File: config.mk
export PLATFORM = sky130hd
export DESIGN_NAME = contador_mod_rep
export DESIGN_NICKNAME = d
export VERILOG_FILES = /design/src/rtl/contador_pkg.sv /design/src/rtl/temporizador_rep.sv /design/src/rtl/contador_mod_rep.sv
export SDC_FILE = /design/constraint.sdc
export NUM_CORES = 1
export LEC_CHECK = 0
export ABC_AREA = 1
export CAP_MARGIN = 10
export CORE_MARGIN = 2
export CORE_UTILIZATION = 45
export CTS_BUF_LIST = sky130_fd_sc_hd__clkbuf_4
export DETAILED_ROUTE_END_ITERATION = 10
export PLACE_DENSITY = 0.79
export SLEW_MARGIN = 20
export SYNTH_ARGS = -nofsm -noshare
export SYNTH_HDL_FRONTEND = slang
export SYNTH_SLANG_ARGS = --single-unit
File: constraint.sdc
create_clock -name i_Clk -period 2.7 [get_ports i_Clk]
set_input_delay 0.405 -clock i_Clk [delete_from_list [all_inputs] [get_ports i_Clk]]
set_output_delay 0.405 -clock i_Clk [all_outputs]
set_load 0.005 [all_outputs]
File: src/rtl/contador_pkg.sv
// Shared types and helpers for the modulo up/down counter with auto-repeat.
package contador_pkg;

   typedef enum logic [1:0] {
      IDLE    = 2'd0,
      PRIMERO = 2'd1,
      REPITE  = 2'd2,
      ESPERA  = 2'd3
   } estado_t;

   localparam logic [1:0] DIR_NONE = 2'b00;
   localparam logic [1:0] DIR_INC  = 2'b01;
   localparam logic [1:0] DIR_DEC  = 2'b10;

   function automatic int clog2(input int valor);
      int r;
      r = 0;
      while ((1 << r) < valor) r++;
      return (r < 1) ? 1 : r;
   endfunction

endpackage

File: src/rtl/temporizador_rep.sv
// Press-and-hold repeat sequencer: first step on press, then after RETARDO, then every PERIODO.
//
// state   | meaning
// IDLE    | no button held, next single-direction sample steps at once
// PRIMERO | first step applied, down-counting the initial repeat delay
// REPITE  | auto-repeating, one step every PERIODO cycles
// ESPERA  | locked out (load, both buttons, direction change) until both released
module temporizador_rep
   import contador_pkg::*;
#(
   parameter int RETARDO = 4,
   parameter int PERIODO = 2
) (
   input  logic i_Clk,
   input  logic i_Rst,
   input  logic i_Arranca,
   input  logic i_Activo,
   input  logic i_Sigue,
   input  logic i_Carga,
   output logic o_Tick
);

   localparam int MAX_RP = (RETARDO > PERIODO) ? RETARDO : PERIODO;
   localparam int ANCHO  = clog2(MAX_RP + 1);
   localparam logic [ANCHO-1:0] T_RET = ANCHO'(RETARDO - 1);
   localparam logic [ANCHO-1:0] T_PER = ANCHO'(PERIODO - 1);

   estado_t          estado, estado_sig;
   logic [ANCHO-1:0] timer, timer_sig;

   always_ff @(posedge i_Clk or posedge i_Rst) begin
      if (i_Rst) begin
         estado <= IDLE;
         timer  <= '0;
      end else begin
         estado <= estado_sig;
         timer  <= timer_sig;
      end
   end

   // Timer counts down to terminal count 0; only decremented while nonzero, so it never wraps.
   always_comb begin
      estado_sig = estado;
      timer_sig  = timer;
      o_Tick     = 1'b0;
      if (i_Carga) begin
         estado_sig = ESPERA;
         timer_sig  = '0;
      end else begin
         case (estado)
            IDLE: begin
               if (i_Arranca) begin
                  o_Tick     = 1'b1;
                  timer_sig  = T_RET;
                  estado_sig = PRIMERO;
               end else if (i_Activo) begin
                  estado_sig = ESPERA;
               end
            end
            PRIMERO, REPITE: begin
               if (i_Sigue) begin
                  if (timer == '0) begin
                     o_Tick     = 1'b1;
                     timer_sig  = T_PER;
                     estado_sig = REPITE;
                  end else begin
                     timer_sig = timer - 1'b1;
                  end
               end else begin
                  timer_sig  = '0;
                  estado_sig = i_Activo ? ESPERA : IDLE;
               end
            end
            ESPERA: begin
               if (!i_Activo) estado_sig = IDLE;
            end
            default: estado_sig = IDLE;
         endcase
      end
   end

endmodule

File: src/rtl/contador_mod_rep.sv
// Modulo-MOD up/down counter with parallel load, carry/borrow/step pulses and auto-repeat.
module contador_mod_rep
   import contador_pkg::*;
#(
   parameter int N       = 8,
   parameter int MOD     = 256,
   parameter int RETARDO = 4,
   parameter int PERIODO = 2
) (
   input  logic         i_Clk,
   input  logic         i_Rst,
   input  logic         i_Inc,
   input  logic         i_Dec,
   input  logic         i_Load,
   input  logic [N-1:0] i_Dato,
   output logic [N-1:0] o_Cta,
   output logic         o_Carry,
   output logic         o_Borrow,
   output logic         o_Paso
);

   localparam logic [N-1:0] CTA_MAX = N'(MOD - 1);

   logic [1:0] dir_cur, dir_prev;
   logic       arranca, activo, sigue, tick;

   always_comb begin
      dir_cur = DIR_NONE;
      if (i_Inc && !i_Dec)      dir_cur = DIR_INC;
      else if (i_Dec && !i_Inc) dir_cur = DIR_DEC;
   end

   // A hold continues only if the same single direction was also sampled last cycle.
   assign arranca = (dir_cur != DIR_NONE);
   assign activo  = i_Inc | i_Dec;
   assign sigue   = arranca && (dir_cur == dir_prev);

   temporizador_rep #(
      .RETARDO (RETARDO),
      .PERIODO (PERIODO)
   ) u_temporizador_rep (
      .i_Clk     (i_Clk),
      .i_Rst     (i_Rst),
      .i_Arranca (arranca),
      .i_Activo  (activo),
      .i_Sigue   (sigue),
      .i_Carga   (i_Load),
      .o_Tick    (tick)
   );

   always_ff @(posedge i_Clk or posedge i_Rst) begin
      if (i_Rst) begin
         o_Cta    <= '0;
         o_Carry  <= 1'b0;
         o_Borrow <= 1'b0;
         o_Paso   <= 1'b0;
         dir_prev <= DIR_NONE;
      end else begin
         dir_prev <= dir_cur;
         o_Carry  <= 1'b0;
         o_Borrow <= 1'b0;
         o_Paso   <= 1'b0;
         if (i_Load) begin
            o_Cta <= (i_Dato > CTA_MAX) ? CTA_MAX : i_Dato;
         end else if (tick) begin
            o_Paso <= 1'b1;
            if (dir_cur == DIR_INC) begin
               if (o_Cta == CTA_MAX) begin
                  o_Cta   <= '0;
                  o_Carry <= 1'b1;
               end else begin
                  o_Cta <= o_Cta + N'(1);
               end
            end else begin
               if (o_Cta == '0) begin
                  o_Cta    <= CTA_MAX;
                  o_Borrow <= 1'b1;
               end else begin
                  o_Cta <= o_Cta - N'(1);
               end
            end
         end
      end
   end

endmodule

==> flow_metrics.env, run 1 <==
export IMPL_core_area_um2=3100
export IMPL_fin_setup_tns_ns=0
export IMPL_drt_wl_total_um=3340
export IMPL_cp_arrival_ns=2.23
export IMPL_grt_max_degree=19
export IMPL_antenna_cells_inserted=0
export IMPL_area_delta_synth_final_pct=19.0
export IMPL_setup_violations=0
export IMPL_endpoint="o_Cta[3]"
export IMPL_vdd_ir_drop_max_v=0.000406
export IMPL_grt_pass1_vias=1307
export IMPL_synth_area_leaders="dfrtp_1 30%, nand2_1 13%, nand3_1 9.0%, ha_1 7.5%, inv_1 7.0%"
export IMPL_clock_path_buffers=2
export IMPL_crit_start="i_Dec"
export IMPL_hold_viol=0
export IMPL_p_comb_share_pct=56.5
export IMPL_synth_top_area_share_pct=30.0
export IMPL_synth_distinct_cells=27
export IMPL_slowest_stage="ha_1"
export IMPL_p_per_area_nw_per_um2=776
export IMPL_drc=0
export IMPL_rsz0062_at_grt="no"
export IMPL_finalCritPeriodShare_pct=75.5
export IMPL_synth_largest_area_cell="dfrtp_1"
export IMPL_vias=1416
export IMPL_yosysWarnings=0
export IMPL_relSlewSlack_pct=54.4
export IMPL_grt_pass1_wl_um=5650
export IMPL_fin_util_pct=57.5
export IMPL_maxSlewViolCount=0
export IMPL_drt_iter0_drc=58
export IMPL_port_buffers=23
export IMPL_ff2ff_path_depth=10
export IMPL_post_cts_setup_buffers=0
export IMPL_drive_gt1_share_pct=15.1
export IMPL_tightest_slew_ns=0.684
export IMPL_dieArea_um2=3810
export IMPL_p_int_uw=734
export IMPL_root_buffer="clkbuf_4"
export IMPL_die_h_um=61.7
export IMPL_synth_seq_cells=18
export IMPL_fin_nets=261
export IMPL_fin_crit_ns=2.04
export IMPL_synthCells=215
export IMPL_clkTransAtPathRegs_ns=0.11
export IMPL_crit_path_start_kind="input port"
export IMPL_n_fill_cell=313
export IMPL_ant_nets=0
export IMPL_regToRegStartpoint="o_Cta[0]"
export IMPL_insertion_delay_ns=0.30
export IMPL_die_x_um=61.7
export IMPL_synth_edf_count=0
export IMPL_synth_seq_area_share_pct=30.0
export IMPL_fmax_mhz=491
export IMPL_swShare_pct=47.0
export IMPL_gp_congestion=0.873
export IMPL_post_drt_via_cell_ratio=5.02
export IMPL_wl_per_cell_um=11.8
export IMPL_rrSetupSlack_ns=1.02
export IMPL_io_pin_count=24
export IMPL_cts_sinks=18
export IMPL_required_ns=2.89
export IMPL_avgSynthCellArea_um2=6.98
export IMPL_path_max_fanout=11
export IMPL_p_sw_uw=651
export IMPL_max_stage_delay_ns=0.44
export IMPL_crit_top_cell="nor2_2"
export IMPL_critPathKind="in2reg"
export IMPL_floorplan_initialDensity_pct=48.3
export IMPL_first_pass_iters=4
export IMPL_hold_class="in2async"
export IMPL_clock_skew_ns=0.00720
export IMPL_overflow=0
export IMPL_synth_top_cells_by_count="52 x nand2_1, 28 x inv_1, 27 x nand3_1, 18 x dfrtp_1, 14 x nor2_1"
export IMPL_cts_htree_levels=1
export IMPL_seq_power_share_pct=33.3
export IMPL_synth_nets=237
export IMPL_synth_most_common_cell="nand2_1"
export IMPL_clockPowerShare_pct=10.2
export IMPL_cts_resized=0
export IMPL_syn_area_um2=1500
export IMPL_grt_usage_pct=19.7
export IMPL_synthFlopType="dfrtp_1"
export IMPL_cp_end_kind="register"
export IMPL_cap_viol_max_count=0
export IMPL_cts_made_buffers=3
export IMPL_rows=20
export IMPL_outcome="completed"
export IMPL_async_reset_ff_share_pct=100
export IMPL_power_leakage_uw=0.000869
export IMPL_hold_buffers=0
export IMPL_r2r_end="o_Cta[3]"
export IMPL_cts_tree="done"
export IMPL_crit_chain="clkdlybuf4s50_1 -> inv_1 -> ha_1 -> nor2_1 -> nand3_1 -> nor2_2 -> nor2_2 -> nand2_1 -> nor2_2 -> nor2_2 -> nand2_1 -> nand2_1"
export IMPL_antenna_found_initial=0
export IMPL_dp_hpwl_um=2630
cell families after synthesis:
group | after synthesis | synth area share, %
and+or+nand+nor | 124 | 41.6
buffers and inverters | 39 | 10.8
adders and majority gates | 9 | 7.51
DFF | 18 | 30.0
xor gates and xnor gates | 3 | 1.75
AOI/OAI and AO/OA | 22 | 8.26
metrics by stage:
stage / power (µW) / cells / worst slack (ns) / hold WS, ns / area [µm²]
3_5_place_dp: 1240 / 278 / 0.366 / 0.501 / 1760
6_report: 1390 / 282 / 0.661 / 0.495 / 1790
2_1_floorplan: 1010 / 215 / 1.15 / 0.344 / 1500
5_1_grt: 1530 / 282 / 0.511 / 0.559 / 1790
4_1_cts: 1390 / 282 / 0.684 / 0.525 / 1790
3_3_place_gp: 1230 / 278 / 0.433 / 0.496 / 1760
flip-flops by register name, indices dropped and copies added, names as in the netlist:
name	cells
o_Cta	8
u_temporizador_rep.timer	3
dir_prev	2
u_temporizador_rep.estado	2
o_Borrow	1
o_Carry	1
o_Paso	1
per-layer routing:
layer | track usage (%) | wire [µm] | up-vias
met5 | 0 | 0 | -
met2 | 33.7 | 1580 | 37
met4 | 5.17 | 44 | 0
li1 | - | - | 727
met1 | 26.4 | 1590 | 646
met3 | 2.69 | 127 | 6
how the worst min path moves through the flow:
stage                                 startpoint                      endpoint  slack [ns]  depth (start not counted)
floorplan                                  i_Rst                   dir_prev[0]        0.34                          1
global placement    u_temporizador_rep.estado[1]  u_temporizador_rep.estado[1]        0.50                          2
detailed placement  u_temporizador_rep.estado[1]  u_temporizador_rep.estado[1]        0.50                          2
CTS                                        i_Rst   u_temporizador_rep.timer[0]        0.53                          2
global route         u_temporizador_rep.timer[2]   u_temporizador_rep.timer[2]        0.56                          2
finish                                     i_Rst   u_temporizador_rep.timer[0]        0.50                          2
layout by cell type (no fill, tap or decap), types with 2 or more instances in the layout:
cell             instances
dfrtp_1                 18
nand2_2                  5
clkdlybuf4s50_1         23
xor2_1                   2
nand3_2                  2
o211ai_1                 5
inv_2                    5
nand2_1                 52
nor2_1                  14
inv_1                   28
clkbuf_4                 3
nor2_4                   2
ha_1                     9
o21ai_1                  4
nor2_2                   6
o21ai_0                 11
nand4_1                  3
inv_4                    2
or2_2                    7
nand3_1                 27
nand2_4                  2
nand3b_1                 2
power by group through the flow:
stage          Combinational [µW]  Sequential [µW]  Clock [µW]
6_report                      783              461         142
5_1_grt                       901              475         156
4_1_cts                       782              461         143
3_5_place_dp                  778              466           0
3_3_place_gp                  769              465           0
2_1_floorplan                 585              423           0
cell type report:
class / instances / area [µm²] / area share (%)
tap: 44 / 55.1 / 3.08
inverter: 35 / 136 / 7.64
clock buffer: 3 / 22.5 / 1.26
clock inverter: 1 / 3.75 / 0.210
timing repair buffer: 23 / 230 / 12.9
sequential: 18 / 450 / 25.2
multi-input combinational: 158 / 887 / 49.7
critical path, delay by kind of cell:
family | cells | cell delay, ns
simple gates | 9 | 0.87
fa+ha+maj | 1 | 0.44
buf+inv | 2 | 0.51
Note: power is estimated with default switching activity, not from simulation.
==> inputs of run 2 (changes only) <==
--- a/config.mk
+++ b/config.mk
@@ -11,7 +11,7 @@
 export CORE_UTILIZATION = 45
 export CTS_BUF_LIST = sky130_fd_sc_hd__clkbuf_4
 export DETAILED_ROUTE_END_ITERATION = 10
-export PLACE_DENSITY = 0.79
+export PLACE_DENSITY = 0.82
 export SLEW_MARGIN = 20
 export SYNTH_ARGS = -nofsm -noshare
 export SYNTH_HDL_FRONTEND = slang
==> constraint.sdc (replaced) <==
create_clock -name i_Clk -period 1.75 [get_ports i_Clk]
set_input_delay 0.2625 -clock i_Clk [delete_from_list [all_inputs] [get_ports i_Clk]]
set_output_delay 0.2625 -clock i_Clk [all_outputs]
set_load 0.005 [all_outputs]
==> run 2 against run 1 <==
Net effect:
- utilization grew 4.4 points
- register-to-register slack worse by 0.89 ns
- flip-flop and latch count stayed put
- first-iteration DRC count increased by 55%
- critical endpoint is now o_Cta[2]
- cell count grew 3.9%
- combinational power grew 70%
- via count grew 2.8%
- sequential power rose by 53%
- total power is 63% higher
- non-clock buffer count grew 11
- clock power up 51%
- highest routed layer unchanged
==> flow_metrics.env, run 2 (same netlist as run 1, synthesis figures left out) <==
export IMPL_gp_congestion=0.959
export IMPL_relSlewSlack_pct=76.4
export IMPL_root_buffer="clkbuf_4"
export IMPL_layout_common_cells="52 x nand2_1, 27 x nand3_1, 26 x inv_1, 22 x clkdlybuf4s50_1, 18 x dfrtp_1"
export IMPL_vias=1456
export IMPL_cp_arrival_ns=1.40
export IMPL_slowest_stage="clkdlybuf4s50_1"
export IMPL_dieArea_um2=3810
export IMPL_cts_resized=0
export IMPL_cts_tree="done"
export IMPL_largest_register_ffs=8
export IMPL_die_h_um=61.7
export IMPL_post_drt_via_cell_ratio=4.97
export IMPL_outcome="completed"
export IMPL_cts_made_buffers=3
export IMPL_port_buffers=23
export IMPL_power_leakage_uw=0.000927
export IMPL_post_cts_setup_buffers=0
export IMPL_antenna_cells_inserted=0
export IMPL_drt_iter0_drc=90
export IMPL_fmax_mhz=602
export IMPL_cts_htree_levels=1
export IMPL_ff2ff_path_depth=11
export IMPL_regToRegStartpoint="u_temporizador_rep.estado[0]"
export IMPL_first_pass_iters=4
export IMPL_crit_buf_inv=1
export IMPL_insertion_delay_ns=0.30
export IMPL_rrSetupSlack_ns=0.13
export IMPL_rows=20
export IMPL_maxSlewViolCount=0
export IMPL_ant_nets=0
export IMPL_drt_wl_total_um=3500
export IMPL_hold_buffers=0
export IMPL_floorplan_initialDensity_pct=48.3
export IMPL_fin_nets=272
export IMPL_clock_skew_ns=0.00523
export IMPL_top_regs="o_Cta: 8 flops, u_temporizador_rep.timer: 3 flops"
export IMPL_mostFrequentLayoutCell="nand2_1"
export IMPL_crit_path_start_kind="register"
export IMPL_hold_slack_ns=0.279
export IMPL_dp_hpwl_um=2780
export IMPL_io_pin_count=24
export IMPL_required_ns=1.49
export IMPL_grt_pass1_vias=1374
export IMPL_drive_gt1_share_pct=22.1
export IMPL_area_delta_synth_final_pct=28.2
export IMPL_hold_class="in2async"
export IMPL_clkTransAtPathRegs_ns=0.11
export IMPL_hold_viol=0
export IMPL_r2r_end="o_Cta[2]"
export IMPL_setup_violations=0
export IMPL_wl_per_cell_um=11.9
export IMPL_path_delay_family="buffers and inverters"
export IMPL_vdd_ir_drop_max_v=0.000840
export IMPL_crit_chain="clkdlybuf4s50_1"
export IMPL_fin_ws_ns=0.0896
export IMPL_core_area_um2=3100
export IMPL_clock_path_buffers=2
export IMPL_p_total_uw=2250
export IMPL_cts_sinks=18
export IMPL_finalCritPeriodShare_pct=94.9
export IMPL_tightest_slew_ns=0.353
export IMPL_max_stage_delay_ns=0.57
export IMPL_overflow=0
export IMPL_pre_cts_ws_ns=-0.263
export IMPL_die_x_um=61.7
export IMPL_drc=0
export IMPL_path_max_fanout=9
export IMPL_p_per_area_nw_per_um2=1170
export IMPL_grt_max_degree=19
export IMPL_grt_pass1_wl_um=5930
export IMPL_cap_viol_max_count=0
export IMPL_grt_usage_pct=21.1
export IMPL_top_register="o_Cta"
export IMPL_fin_crit_ns=1.66
export IMPL_cp_end_kind="output pin"
export IMPL_critical_path_depth=1
export IMPL_antenna_found_initial=0
export IMPL_critPathKind="reg2out"
==> run 2: changes by cell type in the layout (fill, tap and decap cells not counted), sizes merged <==
| cell | change |
|---|---|
| dlymetal6s2s | +1 |
| clkdlybuf4s50 | -1 |
| buf | +11 |
==> run 2: worst max path at each step <==
| stage | from | end | slack [ns] |
|---|---|---|---|
| 5_1_grt | o_Cta[0] | o_Cta[6] | -0.003 |
| 3_3_place_gp | i_Dec | o_Cta[6] | -0.21 |
| 2_1_floorplan | u_temporizador_rep.estado[0] | o_Cta[6] | 0.26 |
| 4_1_cts | u_temporizador_rep.estado[0] | o_Cta[2] | 0.02 |
| 3_5_place_dp | i_Dec | o_Cta[2] | -0.26 |
| 6_report | o_Cta[2] | o_Cta[2] | 0.09 |
==> run 2: area by class of cell <==
| cell class | count | area (µm²) |
|---|---|---|
| sequential | 18 | 450 |
| multi-input combinational | 158 | 937 |
| fill | 294 | 1180 |
| clock inverter | 1 | 3.75 |
| inverter | 35 | 139 |
| tap | 44 | 55.1 |
| timing repair buffer | 34 | 315 |
| clock buffer | 3 | 22.5 |
==> run 2: layer usage <==
metal,GRT usage [%],wire (µm),vias up
met5,0,0,-
met4,7.60,52,0
met3,3.11,161,6
met2,37.3,1760,38
met1,26.0,1520,658
li1,-,-,754
==> run 2: where the power goes <==
group | switching, µW | total (µW) | internal [µW]
logic | 736 | 1330 | 597
registers | 174 | 706 | 532
clock network | 131 | 214 | 83.1
==> run 2: stage by stage <==
| stage | utilization, % | cells | TNS (ns) | instance area (µm²) |
|---|---|---|---|---|
| 3_5_place_dp | 59.4 | 289 | -3.40 | 1840 |
| 5_1_grt | 62.0 | 293 | -0.00281 | 1920 |
| 6_report | 62.0 | 293 | 0 | 1920 |
| 4_1_cts | 60.2 | 293 | 0 | 1870 |
| 2_1_floorplan | - | 215 | 0 | 1500 |
| 3_3_place_gp | 59.4 | 289 | -2.46 | 1840 |
==> run 2: worst register-to-register path: stages, from the launching register on <==
cell and delay [ns]:
dfrtp_1 0.39, inv_1 0.09, ha_4 0.29, inv_1 0.10
nor2_2 0.11, nand3_2 0.10, nand2_2 0.10, nand2_4 0.07
nand2_8 0.10, inv_6 0.06, nand2_1 0.06, nand2_1 0.05
